### src/rtl/mmio_timer_if.sv
// Data-bus link between the processor and the memory-mapped timer.
interface mmio_timer_if #(
    parameter int unsigned N = 16
) ();
    logic [15:0]  addr;
    logic [N-1:0] data_in;
    logic         write;
    logic         sel;
    logic [N-1:0] rd_data;
    logic         irq;

    modport master (
        output addr,
        output data_in,
        output write,
        input  sel,
        input  rd_data,
        input  irq
    );

    modport slave (
        input  addr,
        input  data_in,
        input  write,
        output sel,
        output rd_data,
        output irq
    );
endinterface

### src/rtl/mmio_timer.sv
// Memory-mapped prescaled countdown timer with one-shot/auto-reload modes,
// sticky expiry flag and interrupt output.
module mmio_timer #(
    parameter logic [3:0]  BASE     = 4'h3,
    parameter int unsigned PRESCALE = 4,
    parameter int unsigned n        = 16
) (
    input  logic          Clock,
    input  logic          Resetn,
    mmio_timer_if.slave   bus
);

    localparam int unsigned PW         = (PRESCALE > 1) ? $clog2(PRESCALE) : 1;
    localparam logic [PW-1:0] PRESC_LAST = PW'(PRESCALE - 1);

    localparam logic [1:0] REG_LOAD   = 2'd0;
    localparam logic [1:0] REG_COUNT  = 2'd1;
    localparam logic [1:0] REG_CTRL   = 2'd2;
    localparam logic [1:0] REG_STATUS = 2'd3;

    localparam logic [1:0] IDLE = 2'd0;
    localparam logic [1:0] RUN  = 2'd1;
    localparam logic [1:0] HALT = 2'd2;

    localparam int unsigned CTRL_EN  = 0;
    localparam int unsigned CTRL_AR  = 1;
    localparam int unsigned CTRL_IRQ = 2;

    logic [n-1:0]  load_q,    load_d;
    logic [n-1:0]  count_q,   count_d;
    logic [2:0]    ctrl_q,    ctrl_d;
    logic          expired_q, expired_d;
    logic [PW-1:0] presc_q,   presc_d;
    logic [1:0]    state_q,   state_d;
    logic [n-1:0]  rd_q,      rd_d;

    logic [1:0]    reg_idx;
    logic          wr_en;
    logic          tick;
    logic          unused_addr;

    // Region decode; the map aliases across addr[11:2].
    assign bus.sel     = (bus.addr[15:12] == BASE);
    assign reg_idx     = bus.addr[1:0];
    assign wr_en       = bus.write & bus.sel;
    assign unused_addr = ^bus.addr[11:2];

    // One tick per PRESCALE cycles while counting.
    assign tick = (state_q == RUN) && (presc_q == PRESC_LAST);

    // State registers, synchronous active-low reset.
    always_ff @(posedge Clock) begin
        if (!Resetn) begin
            load_q    <= '0;
            count_q   <= '0;
            ctrl_q    <= '0;
            expired_q <= 1'b0;
            presc_q   <= '0;
            state_q   <= IDLE;
            rd_q      <= '0;
        end else begin
            load_q    <= load_d;
            count_q   <= count_d;
            ctrl_q    <= ctrl_d;
            expired_q <= expired_d;
            presc_q   <= presc_d;
            state_q   <= state_d;
            rd_q      <= rd_d;
        end
    end

    // Next-state: bus writes to LOAD/CTRL take priority over a tick.
    always_comb begin
        load_d    = load_q;
        count_d   = count_q;
        ctrl_d    = ctrl_q;
        expired_d = expired_q;
        state_d   = state_q;
        presc_d   = '0;

        if (state_q == RUN) begin
            presc_d = tick ? '0 : presc_q + PW'(1);
        end

        // W1C first so that an expiry on the same edge keeps the flag set.
        if (wr_en && (reg_idx == REG_STATUS) && bus.data_in[0]) begin
            expired_d = 1'b0;
        end

        if (wr_en && (reg_idx == REG_LOAD)) begin
            load_d  = bus.data_in;
            count_d = bus.data_in;
            presc_d = '0;
            if (ctrl_q[CTRL_EN]) begin
                state_d = (bus.data_in != '0) ? RUN : HALT;
            end else begin
                state_d = IDLE;
            end
        end else if (wr_en && (reg_idx == REG_CTRL)) begin
            ctrl_d  = bus.data_in[2:0];
            presc_d = '0;
            if (bus.data_in[CTRL_EN]) begin
                state_d = (count_q != '0) ? RUN : HALT;
            end else begin
                state_d = IDLE;
            end
        end else if (tick) begin
            if (count_q == n'(1)) begin
                expired_d = 1'b1;
                if (ctrl_q[CTRL_AR] && (load_q != '0)) begin
                    count_d = load_q;
                    state_d = RUN;
                end else if (ctrl_q[CTRL_AR]) begin
                    count_d = '0;
                    state_d = HALT;
                end else begin
                    count_d         = '0;
                    ctrl_d[CTRL_EN] = 1'b0;
                    state_d         = IDLE;
                end
            end else if (count_q != '0) begin
                count_d = count_q - n'(1);
            end
        end
    end

    // Read mux; registered one cycle behind the address, zero when unselected.
    always_comb begin
        rd_d = '0;
        if (bus.sel) begin
            case (reg_idx)
                REG_LOAD:   rd_d = load_q;
                REG_COUNT:  rd_d = count_q;
                REG_CTRL:   rd_d = n'(ctrl_q);
                REG_STATUS: rd_d = n'(expired_q);
            endcase
        end
    end

    assign bus.rd_data = rd_q;
    assign bus.irq     = expired_q & ctrl_q[CTRL_IRQ];

endmodule

### src/flat_wrapper.sv
// flat-port wrapper written by rule: the top's interface ports become plain ports
module mmio_timer_flat 
#(
    parameter logic [3:0]  BASE     = 4'h3,
    parameter int unsigned PRESCALE = 4,
    parameter int unsigned n        = 16
)
  (Clock, Resetn, bus_addr, bus_data_in, bus_write, bus_sel, bus_rd_data, bus_irq);
  mmio_timer_if #(.N(16)) bus_i ();
  input  logic Clock;
  input  logic Resetn;
  input wire logic [$bits(bus_i.addr)-1:0] bus_addr;
  input wire logic [$bits(bus_i.data_in)-1:0] bus_data_in;
  input wire logic [$bits(bus_i.write)-1:0] bus_write;
  output wire logic [$bits(bus_i.sel)-1:0] bus_sel;
  output wire logic [$bits(bus_i.rd_data)-1:0] bus_rd_data;
  output wire logic [$bits(bus_i.irq)-1:0] bus_irq;
  assign bus_i.addr = bus_addr;
  assign bus_i.data_in = bus_data_in;
  assign bus_i.write = bus_write;
  assign bus_sel = bus_i.sel;
  assign bus_rd_data = bus_i.rd_data;
  assign bus_irq = bus_i.irq;
  mmio_timer #(.BASE(BASE), .PRESCALE(PRESCALE), .n(n)) u_core (.Clock(Clock), .Resetn(Resetn), .bus(bus_i));
endmodule
### config.mk
export PLATFORM = sky130hd
export DESIGN_NAME = mmio_timer_flat
export DESIGN_NICKNAME = d
export VERILOG_FILES = /design/src/rtl/mmio_timer_if.sv /design/src/rtl/mmio_timer.sv /design/src/flat_wrapper.sv
export SDC_FILE = /design/constraint.sdc
export NUM_CORES = 1
export LEC_CHECK = 0
export ABC_AREA = 1
export BUFFER_PORTS_ARGS = -buffer_cell sky130_fd_sc_hd__buf_4
export CAP_MARGIN = 40
export CORE_MARGIN = 8
export CORE_UTILIZATION = 30
export DETAILED_ROUTE_END_ITERATION = 8
export SYNTH_ARGS = -nofsm -noshare
export SYNTH_HDL_FRONTEND = slang
export SYNTH_SLANG_ARGS = --single-unit
### constraint.sdc
create_clock -name Clock -period 1.75 [get_ports Clock]
set_clock_uncertainty 0.2 [all_clocks]
set_input_delay 0.2625 -clock Clock [delete_from_list [all_inputs] [get_ports Clock]]
set_output_delay 0.2625 -clock Clock [all_outputs]
set_load 0.05 [all_outputs]
==> results of run 1 <==
[worst max-delay path: stages, from the launching register on]
cell and delay [ns]:
dfxtp_1 0.39, nor2_4 0.17, inv_2 0.06, nor2_4 0.17, nand3_4 0.13, buf_4 0.20, o21bai_1 0.14, nand2_1 0.08
nand3_1 0.08, nand2_1 0.05, inv_1 0.05
[stage by stage]
step	cell area, um2	hold slack (ns)
after global placement	4340	0.207
after global routing	4530	0.0402
after detailed placement	4340	0.227
after CTS	4460	0.0180
after floorplan	3360	0.197
final	4530	0.0317
[layout by cell type (no fill, tap or decap), drive strengths merged]
cell type and count:
a21oi 35, a31oi 1, buf 120, clkbuf 7, clkinv 1, dfxtp 56, dlygate4sd3 1, ha 4
inv 78, nand2 124, nand3 40, nand4 8, nor2 112, nor3 2, o211ai 1, o21a 1
o21ai 33, o21bai 3, o221ai 2, o41ai 1, xnor2 3, xor2 1
[layout make-up]
| type | count | share of cell area |
|---|---|---|
| tap | 140 | 0.0387 |
| timing repair buffer | 121 | 0.209 |
| inverter | 78 | 0.0652 |
| clock inverter | 1 | 0.00193 |
| clock buffer | 7 | 0.0169 |
| sequential | 56 | 0.249 |
| multi-input combinational | 371 | 0.419 |
[per-layer routing]
metal	vias to the layer above	wire length (um)	GRT usage
li1	1852	-	-
met1	1664	4620	0.180
met2	83	4490	0.225
met3	13	612	0.0278
met4	0	153	0.0401
met5	-	0	0
[state kept, by name, indices dropped and copies added (netlist names)]
register,cells
u_core.bus.rd_data,16
u_core.ctrl_q,3
u_core.load_q,16
u_core.state_q,2
u_core.presc_q,2
u_core.count_q,16
u_core.expired_q,1
[timing repair]
| action | in CTS | in global routing |
|---|---|---|
| setup endpoints to repair | 14 | 20 |
| hold endpoints to repair | 1 | 0 |
| setup buffers | 0 | 3 |
| resized for setup | 9 | 17 |
| pin swaps | 4 | 12 |
| hold buffers | 1 | 0 |
[cell families after synthesis]
logic type	synth area share
buffers and inverters	0.120
adders and majority gates	0.0149
AOI/OAI and AO/OA	0.135
and+or+nand+nor	0.386
xor gates and xnor gates	0.0104
DFF	0.334
[worst max path at each step]
stage	start	to	slack, ns	depth (start not counted)
2_1_floorplan	u_core.count_q[0]$_SDFFE_PN0P_	u_core.count_q[6]$_SDFFE_PN0P_	0.03	10
3_3_place_gp	u_core.count_q[0]$_SDFFE_PN0P_	u_core.count_q[14]$_SDFFE_PN0P_	-0.04	11
3_5_place_dp	u_core.count_q[0]$_SDFFE_PN0P_	u_core.count_q[5]$_SDFFE_PN0P_	-0.08	10
4_1_cts	u_core.count_q[7]$_SDFFE_PN0P_	u_core.state_q[0]$_SDFFE_PN0P_	0.0005	8
5_1_grt	u_core.count_q[2]$_SDFFE_PN0P_	u_core.count_q[12]$_SDFFE_PN0P_	-0.12	9
6_report	u_core.count_q[2]$_SDFFE_PN0P_	u_core.count_q[14]$_SDFFE_PN0P_	-0.01	10
[report_power, final]
group	internal [uW]	switching [uW]	total (uW)
Combinational	73.3	93.3	167
Sequential	1270	1.95	1280
Clock	287	430	718
==> impl_metrics.json, run 1 <==
{
  "outcome": "finished, violations left",
  "violations": "negative setup slack",
  "cp-start-kind": "register",
  "synth_area_leader_cell": "dfxtp_1",
  "netlist_instances": 520,
  "relSlewSlack": 0.669,
  "portBuffers": 42,
  "tightest_slew_ns": 0.496,
  "rr_startpoint": "u_core.count_q[2]$_SDFFE_PN0P_",
  "hold_end": "u_core.load_q[4]$_SDFFE_PN0P_",
  "clock.fmax_mhz": 567,
  "path_max_fanout": 8,
  "rsz0062_at_grt": "true",
  "synth_common_cells": "nand2_1, nor2_1, inv_1",
  "multi_input_area_mm2": 0.00190,
  "via_per_inst": 4.67,
  "synth_ff_type": "dfxtp_1",
  "die-area_mm2": 0.0148,
  "crit_required_ns": 1.82,
  "synthTopCellsByArea": "dfxtp_1, nand2_1, nor2_1",
  "r2r-end": "u_core.count_q[14]$_SDFFE_PN0P_",
  "grt_pass1_wl_mm": 16.6,
  "avgSynthCellArea_um2": 6.45,
  "clock-sinks": 56,
  "root_buffer": "clkbuf_8",
  "ys_seq_elements": 56,
  "powerDensity_mw_per_mm2": 477,
  "rows": 38,
  "fin_tns_setup_ns": -0.0156,
  "whs_path_depth": 3,
  "path_clk_slew_ns": 0.10,
  "synth.most_common_cell": "nand2_1",
  "drc": 0,
  "dp_cells": 762,
  "cts_made_buffers": 5,
  "syn_area_mm2": 0.00336,
  "min_period_ns": 1.76,
  "leakage_uw": 0.00214,
  "peakVddDrop_mv": 0.320,
  "seq_area_mm2": 0.00113,
  "wl_mm": 9.87,
  "drt-pass1-iter-count": 4,
  "grt_antenna_before_repair": 0,
  "post-route-period-util": 1.01,
  "overflow": 0,
  "fillers": 1179,
  "grtUsageTotal": 0.138,
  "min-delay-start": "bus_data_in[4]",
  "cp.arrival_ns": 1.83,
  "diodes": 0,
  "post_drt_wl_per_cell_um": 12.8,
  "dp_hpwl_mm": 7.79,
  "synth_cell_types": 37,
  "h-tree-depth": 2,
  "post-route-util": 0.416,
  "synthArstFlopShare": 0,
  "total_power_uw": 2160,
  "die_w_um": 122,
  "r2r_cells": 10,
  "drive_gt1_frac": 0.279,
  "path_class": "reg2reg",
  "final_max_slew_viol_count": 0,
  "clock_latency_ns": 0.32,
  "grt_pass1_vias": 3528,
  "coreArea_mm2": 0.0109,
  "dp_slack_ns": -0.0835,
  "synth-edff-count": 0,
  "max-cap-violations": 0,
  "die_y_um": 122,
  "stdcell_count": 774,
  "final_nets": 672,
  "r2r_slack_ns": -0.01,
  "ant_nets": 0,
  "synth.top_cell.area_share": 0.334,
  "cts_tree": "built",
  "place_congestion": 0.924,
  "area_growth_syn_to_layout_pct": 34.9,
  "final-hold-violation-count": 0,
  "start_util": 0.308,
  "drt_iter0_drc": 147,
  "vias": 3612,
  "cts_buffer_depth": 2,
  "io_pins": 53,
  "setup_ws_ns": -0.0139,
  "cp-end-kind": "register",
  "ys_warn_count": 0,
  "syn_nets": 559,
  "synth-seq-area-share": 0.334,
  "setup_violations": 2,
  "hold_class": "in2reg",
  "grt_max_degree": 21
}
Note: power is estimated with default switching activity, not from simulation.
==> run 2: changes to the inputs <==
==> constraint.sdc (replaced) <==
create_clock -name Clock -period 2.09 [get_ports Clock]
set_clock_uncertainty 0.2 [all_clocks]
set_input_delay 0.3135 -clock Clock [delete_from_list [all_inputs] [get_ports Clock]]
set_output_delay 0.3135 -clock Clock [all_outputs]
set_load 0.05 [all_outputs]
==> run 2 against run 1 <==
- the flow now finishes without violations
- first-iteration DRC count rose by 66%
- sequential cell count did not move
- die area did not move
- sequential power fell by 16%
- final area fell by 12%
- non-clock buffer count fell by 61
- total power fell by 11%
- sequential share of layout area rose by 3.1 points
- count of clock-buffer cells in the layout fell by 1
- fmax fell by 9.0%
- clock power rose by 1%
- routed wire length fell by 4.0%
- largest power group unchanged
==> impl_metrics.json, run 2 (same netlist as run 1, synthesis figures left out) <==
{
  "path_cells": "ha_1 -> nand4_1 -> nand3_4 -> nor2_1 -> nor2_2 -> buf_4 -> nand2_1 -> nor2_1 -> nor2_1",
  "tightest_slew_ns": 0.492,
  "via_per_inst": 4.78,
  "multi_input_area_mm2": 0.00183,
  "die_w_um": 122,
  "drt-pass1-iter-count": 4,
  "post-route-period-util": 0.928,
  "grt-busiest-layer": "met2",
  "clock-sinks": 56,
  "relSlewSlack": 0.672,
  "powerDensity_mw_per_mm2": 480,
  "cp.arrival_ns": 1.96,
  "die_y_um": 122,
  "path_class": "reg2reg",
  "setup_violations": 0,
  "mostFrequentLayoutCell": "nand2_1",
  "outcome": "complete, no violations",
  "drive_gt1_frac": 0.180,
  "ant_nets": 0,
  "fillers": 1168,
  "hold_end": "u_core.ctrl_q[2]$_SDFFE_PN0N_",
  "hold_buffers": 0,
  "rr_startpoint": "u_core.count_q[0]$_SDFFE_PN0P_",
  "grt_pass1_wl_mm": 16.0,
  "h-tree-depth": 2,
  "place_area_mm2": 0.00390,
  "path_delay_family": "simple AND/OR/NAND/NOR gates",
  "path_max_fanout": 13,
  "max-cap-violations": 0,
  "use_met1": 0.176,
  "final-hold-violation-count": 0,
  "grtUsageTotal": 0.131,
  "fin_tns_setup_ns": 0,
  "cpPeakStageDelay_ns": 0.48,
  "io_pins": 53,
  "min-delay-start": "bus_data_in[2]",
  "drc": 0,
  "cts_made_buffers": 5,
  "drt_iter0_drc": 244,
  "crit_top_cell": "nor2_1",
  "cts_buffer_depth": 2,
  "grt_max_degree": 22,
  "grt_pass1_vias": 3353,
  "place_congestion": 0.875,
  "rows": 38,
  "hold_class": "in2reg",
  "portBuffers": 42,
  "cp-end-kind": "register",
  "vias": 3405,
  "cts_tree": "built",
  "groute.layer.met3.usage": 0.0296,
  "start_util": 0.308,
  "r2r-end": "u_core.count_q[12]$_SDFFE_PN0P_",
  "post-cts-setup-buffer-count": 0,
  "grt_antenna_before_repair": 0,
  "r2r_cells": 9,
  "use_met2": 0.207,
  "rsz0062_at_grt": "false",
  "clock_latency_ns": 0.32,
  "final_nets": 611,
  "post_drt_wl_per_cell_um": 13.3,
  "whs_path_depth": 3,
  "min_period_ns": 1.94,
  "coreArea_mm2": 0.0109,
  "critPathBufInv": 1,
  "r2r_slack_ns": 0.15,
  "area_growth_syn_to_layout_pct": 19.4,
  "cp-start-kind": "register",
  "cp_slowest_cell": "dfxtp_1",
  "path_clk_slew_ns": 0.10,
  "root_buffer": "clkbuf_8",
  "die-area_mm2": 0.0148,
  "crit_required_ns": 2.11,
  "seq_area_mm2": 0.00112,
  "dp_hpwl_mm": 7.22,
  "overflow": 0,
  "clock.fmax_mhz": 516,
  "most-common-layout-cells": "nand2_1, nor2_1, inv_1",
  "final_max_slew_viol_count": 0,
  "wl_mm": 9.48,
  "peakVddDrop_mv": 0.260,
  "leakage_uw": 0.00183,
  "diodes": 0,
  "final_cell_area_mm2": 0.00401
}
## run 2: worst reg2reg max path, stage by stage (launching register included)
cell	delay, ns
dfxtp_1	0.48
ha_1	0.33
nand4_1	0.18
nand3_4	0.12
nor2_1	0.06
nor2_2	0.08
buf_4	0.20
nand2_1	0.08
nor2_1	0.08
nor2_1	0.04
## run 2: repair_timing
action	in CTS	in global routing
setup endpoints to repair	0	5
resized for setup	0	1
hold endpoints to repair	0	0
## run 2: how the worst max path moves through the flow
stage	start	cells after the start	slack, ns	end
after floorplan	u_core.count_q[0]$_SDFFE_PN0P_	10	0.37	u_core.count_q[6]$_SDFFE_PN0P_
after global placement	bus_addr[15]	10	0.19	u_core.count_q[6]$_SDFFE_PN0P_
after detailed placement	bus_addr[15]	10	0.17	u_core.count_q[2]$_SDFFE_PN0P_
after CTS	u_core.count_q[0]$_SDFFE_PN0P_	10	0.15	u_core.count_q[2]$_SDFFE_PN0P_
after global routing	u_core.count_q[6]$_SDFFE_PN0P_	9	0.002	u_core.count_q[12]$_SDFFE_PN0P_
final	u_core.count_q[0]$_SDFFE_PN0P_	9	0.15	u_core.count_q[12]$_SDFFE_PN0P_
## run 2: metrics by stage
| stage | setup WS [ns] | util | power [uW] | std cells | hold WS [ns] |
|---|---|---|---|---|---|
| floorplan | 0.371 | - | 1150 | 520 | 0.198 |
| global placement | 0.194 | 0.358 | 1220 | 705 | 0.205 |
| detailed placement | 0.173 | 0.358 | 1220 | 705 | 0.216 |
| CTS | 0.151 | 0.368 | 1940 | 713 | 0.0585 |
| global route | 0.00213 | 0.368 | 1980 | 713 | 0.0810 |
| finish | 0.151 | 0.368 | 1920 | 713 | 0.0672 |
## run 2: layout make-up
class                   instances  area share
flip-flops and latches         56       0.280
clock inverters                 2     0.00874
clock buffers                   6      0.0181
well taps                     140      0.0437
multi-input cells             371       0.457
inverters                      78      0.0737
repair buffers                 60       0.119
## run 2: where the power goes
part | internal (uW) | switching, uW
Sequential | 1070 | 2.02
Clock | 357 | 369
Combinational | 48.5 | 75.6
## run 2: layer usage
layer,share of wire,vias up,routed length (um)
met5,0,-,0
met4,0.011,0,100
li1,-,1737,-
met2,0.44,112,4190
met1,0.47,1544,4470
met3,0.076,12,724
==> run 3: changes to the inputs <==
--- a/config.mk
+++ b/config.mk
@@ -8,9 +8,12 @@
 export ABC_AREA = 1
 export BUFFER_PORTS_ARGS = -buffer_cell sky130_fd_sc_hd__buf_4
 export CAP_MARGIN = 40
+export CELL_PAD_IN_SITES_DETAIL_PLACEMENT = 1
+export CELL_PAD_IN_SITES_GLOBAL_PLACEMENT = 1
 export CORE_MARGIN = 8
 export CORE_UTILIZATION = 30
 export DETAILED_ROUTE_END_ITERATION = 8
+export PLACE_DENSITY_LB_ADDON = 0.1
 export SYNTH_ARGS = -nofsm -noshare
 export SYNTH_HDL_FRONTEND = slang
 export SYNTH_SLANG_ARGS = --single-unit
==> run 3 against run 2 <==
- non-clock buffer count rose by 11
- critical path type unchanged
- combinational power barely moved
- register-to-register slack barely moved
- total power fell by 3.5%
==> impl_metrics.json, run 3 (same netlist as run 1, synthesis figures left out) <==
{
  "outcome": "complete, no violations",
  "max-cap-violations": 0,
  "cts_made_buffers": 5,
  "grtUsageTotal": 0.156,
  "clock_latency_ns": 0.33,
  "hold_end": "u_core.ctrl_q[2]$_SDFFE_PN0N_",
  "crit_required_ns": 2.16,
  "r2r_cells": 12,
  "multi_input_area_mm2": 0.00183,
  "io_pins": 53,
  "path_clk_slew_ns": 0.11,
  "die_y_um": 122,
  "h-tree-depth": 2,
  "post-route-period-util": 0.929,
  "crit_top_cell": "nor2_1",
  "post-route-util": 0.376,
  "diodes": 0,
  "min-delay-start": "bus_data_in[2]",
  "rows": 38,
  "drc": 0,
  "clock.fmax_mhz": 515,
  "cp-end-kind": "register",
  "grt_max_degree": 21,
  "rsz0062_at_grt": "true",
  "final_nets": 622,
  "grt_pass1_vias": 3537,
  "cts_tree": "built",
  "r2r-end": "u_core.count_q[8]$_SDFFE_PN0P_",
  "coreArea_mm2": 0.0109,
  "grt-busiest-layer": "met2",
  "place_congestion": 0.838,
  "mostFrequentLayoutCell": "nand2_1",
  "use_met1": 0.187,
  "ant_nets": 0,
  "overflow": 0,
  "cp-start-kind": "register",
  "clock-sinks": 56,
  "final-hold-violation-count": 0,
  "drive_gt1_frac": 0.197,
  "stdcell_count": 724,
  "area_growth_syn_to_layout_pct": 22.0,
  "r2r_slack_ns": 0.15,
  "hold_class": "in2reg",
  "drt-pass1-iter-count": 4,
  "cpPeakStageDelay_ns": 0.37,
  "grt_antenna_before_repair": 0,
  "start_util": 0.308,
  "dp_cells": 716,
  "die_w_um": 122,
  "min_period_ns": 1.94,
  "path_max_fanout": 5,
  "cp_slowest_cell": "dfxtp_1",
  "root_buffer": "clkbuf_8",
  "drt_iter0_drc": 142,
  "powerDensity_mw_per_mm2": 453,
  "portBuffers": 42,
  "final_max_slew_viol_count": 0,
  "die-area_mm2": 0.0148,
  "peakVddDrop_mv": 0.253,
  "fillers": 1442,
  "rr_startpoint": "u_core.count_q[0]$_SDFFE_PN0P_",
  "post_drt_wl_per_cell_um": 15.4,
  "whs_ns": 0.0497,
  "via_per_inst": 4.69,
  "path_cells": "inv_1 -> ha_1 -> inv_1 -> nor2_1 -> nand3_1 -> nor2_1 -> inv_1 -> nand2_1 -> nand3_1 -> nand3_1 -> nor2_1 -> nor2_1",
  "cp.arrival_ns": 2.02,
  "grt_pass1_wl_mm": 18.1,
  "leakage_uw": 0.00188,
  "cts_buffer_depth": 2,
  "hold_buffers": 0,
  "whs_path_depth": 3,
  "dp_hpwl_mm": 8.99,
  "relSlewSlack": 0.674,
  "setup_violations": 0,
  "groute.layer.met3.usage": 0.0255,
  "tightest_slew_ns": 0.488,
  "vias": 3398,
  "wl_mm": 11.2,
  "use_met2": 0.283,
  "seq_area_mm2": 0.00112,
  "most-common-layout-cells": "nand2_1, nor2_1, inv_1",
  "path_class": "reg2reg"
}
-- run 3: cell count changes in the layout (fill, tap and decap cells not counted), sizes merged --
cell    previous run  this run
buf               60        71
bufinv             1         0
inv               78        79
-- run 3: worst max path at each step --
stage	from	end	slack [ns]	depth (start not counted)
after floorplan	u_core.count_q[0]$_SDFFE_PN0P_	u_core.count_q[6]$_SDFFE_PN0P_	0.37	10
after global placement	bus_addr[15]	u_core.count_q[1]$_SDFFE_PN0P_	0.15	10
after detailed placement	bus_addr[15]	u_core.count_q[1]$_SDFFE_PN0P_	0.13	10
after CTS	u_core.count_q[0]$_SDFFE_PN0P_	u_core.count_q[1]$_SDFFE_PN0P_	0.15	10
after global routing	u_core.count_q[0]$_SDFFE_PN0P_	u_core.count_q[8]$_SDFFE_PN0P_	-0.05	12
final	u_core.count_q[0]$_SDFFE_PN0P_	u_core.count_q[8]$_SDFFE_PN0P_	0.15	12
-- run 3: stage by stage --
stage / setup slack, ns / instance area (um2) / total power [uW] / setup TNS [ns]
6_report: 0.148 / 4090 / 1850 / 0
5_1_grt: -0.0470 / 4090 / 1950 / -0.107
4_1_cts: 0.150 / 4090 / 1900 / 0
3_5_place_dp: 0.133 / 3990 / 1220 / 0
3_3_place_gp: 0.150 / 3990 / 1220 / 0
2_1_floorplan: 0.371 / 3360 / 1150 / 0
-- run 3: final cells by class --
| cell class | count | share of cell area |
|---|---|---|
| inverters | 78 | 0.0721 |
| well taps | 140 | 0.0428 |
| multi-input cells | 371 | 0.448 |
| clock inverters | 2 | 0.00336 |
| repair buffers | 71 | 0.139 |
| clock buffers | 6 | 0.0202 |
| flip-flops and latches | 56 | 0.274 |
-- run 3: critical path, delay by kind of cell (launching register included) --
| kind | cells | cell delay, ns |
|---|---|---|
| adder cells (fa/ha/maj) | 1 | 0.19 |
| buffers and inverters | 3 | 0.30 |
| AND/OR/NAND/NOR | 8 | 0.84 |
| flip-flops | 1 | 0.37 |
-- run 3: layer usage --
layer | vias to the layer above | wire length [um] | share of wire
li1 | 1751 | - | -
met1 | 1603 | 5070 | 0.45
met2 | 39 | 5680 | 0.51
met3 | 5 | 361 | 0.032
met4 | 0 | 75 | 0.0067
met5 | - | 0 | 0
-- run 3: report_power, final --
part | switching [uW] | total [uW] | internal (uW)
Clock | 385 | 657 | 272
Combinational | 76.8 | 126 | 49.0
Sequential | 1.94 | 1070 | 1070
-- run 3: what timing repair did --
action / 4_1_cts / 5_1_grt
setup buffers: 0 / 0
gates resized for setup: 0 / 1
endpoints found under the setup margin: 0 / 3
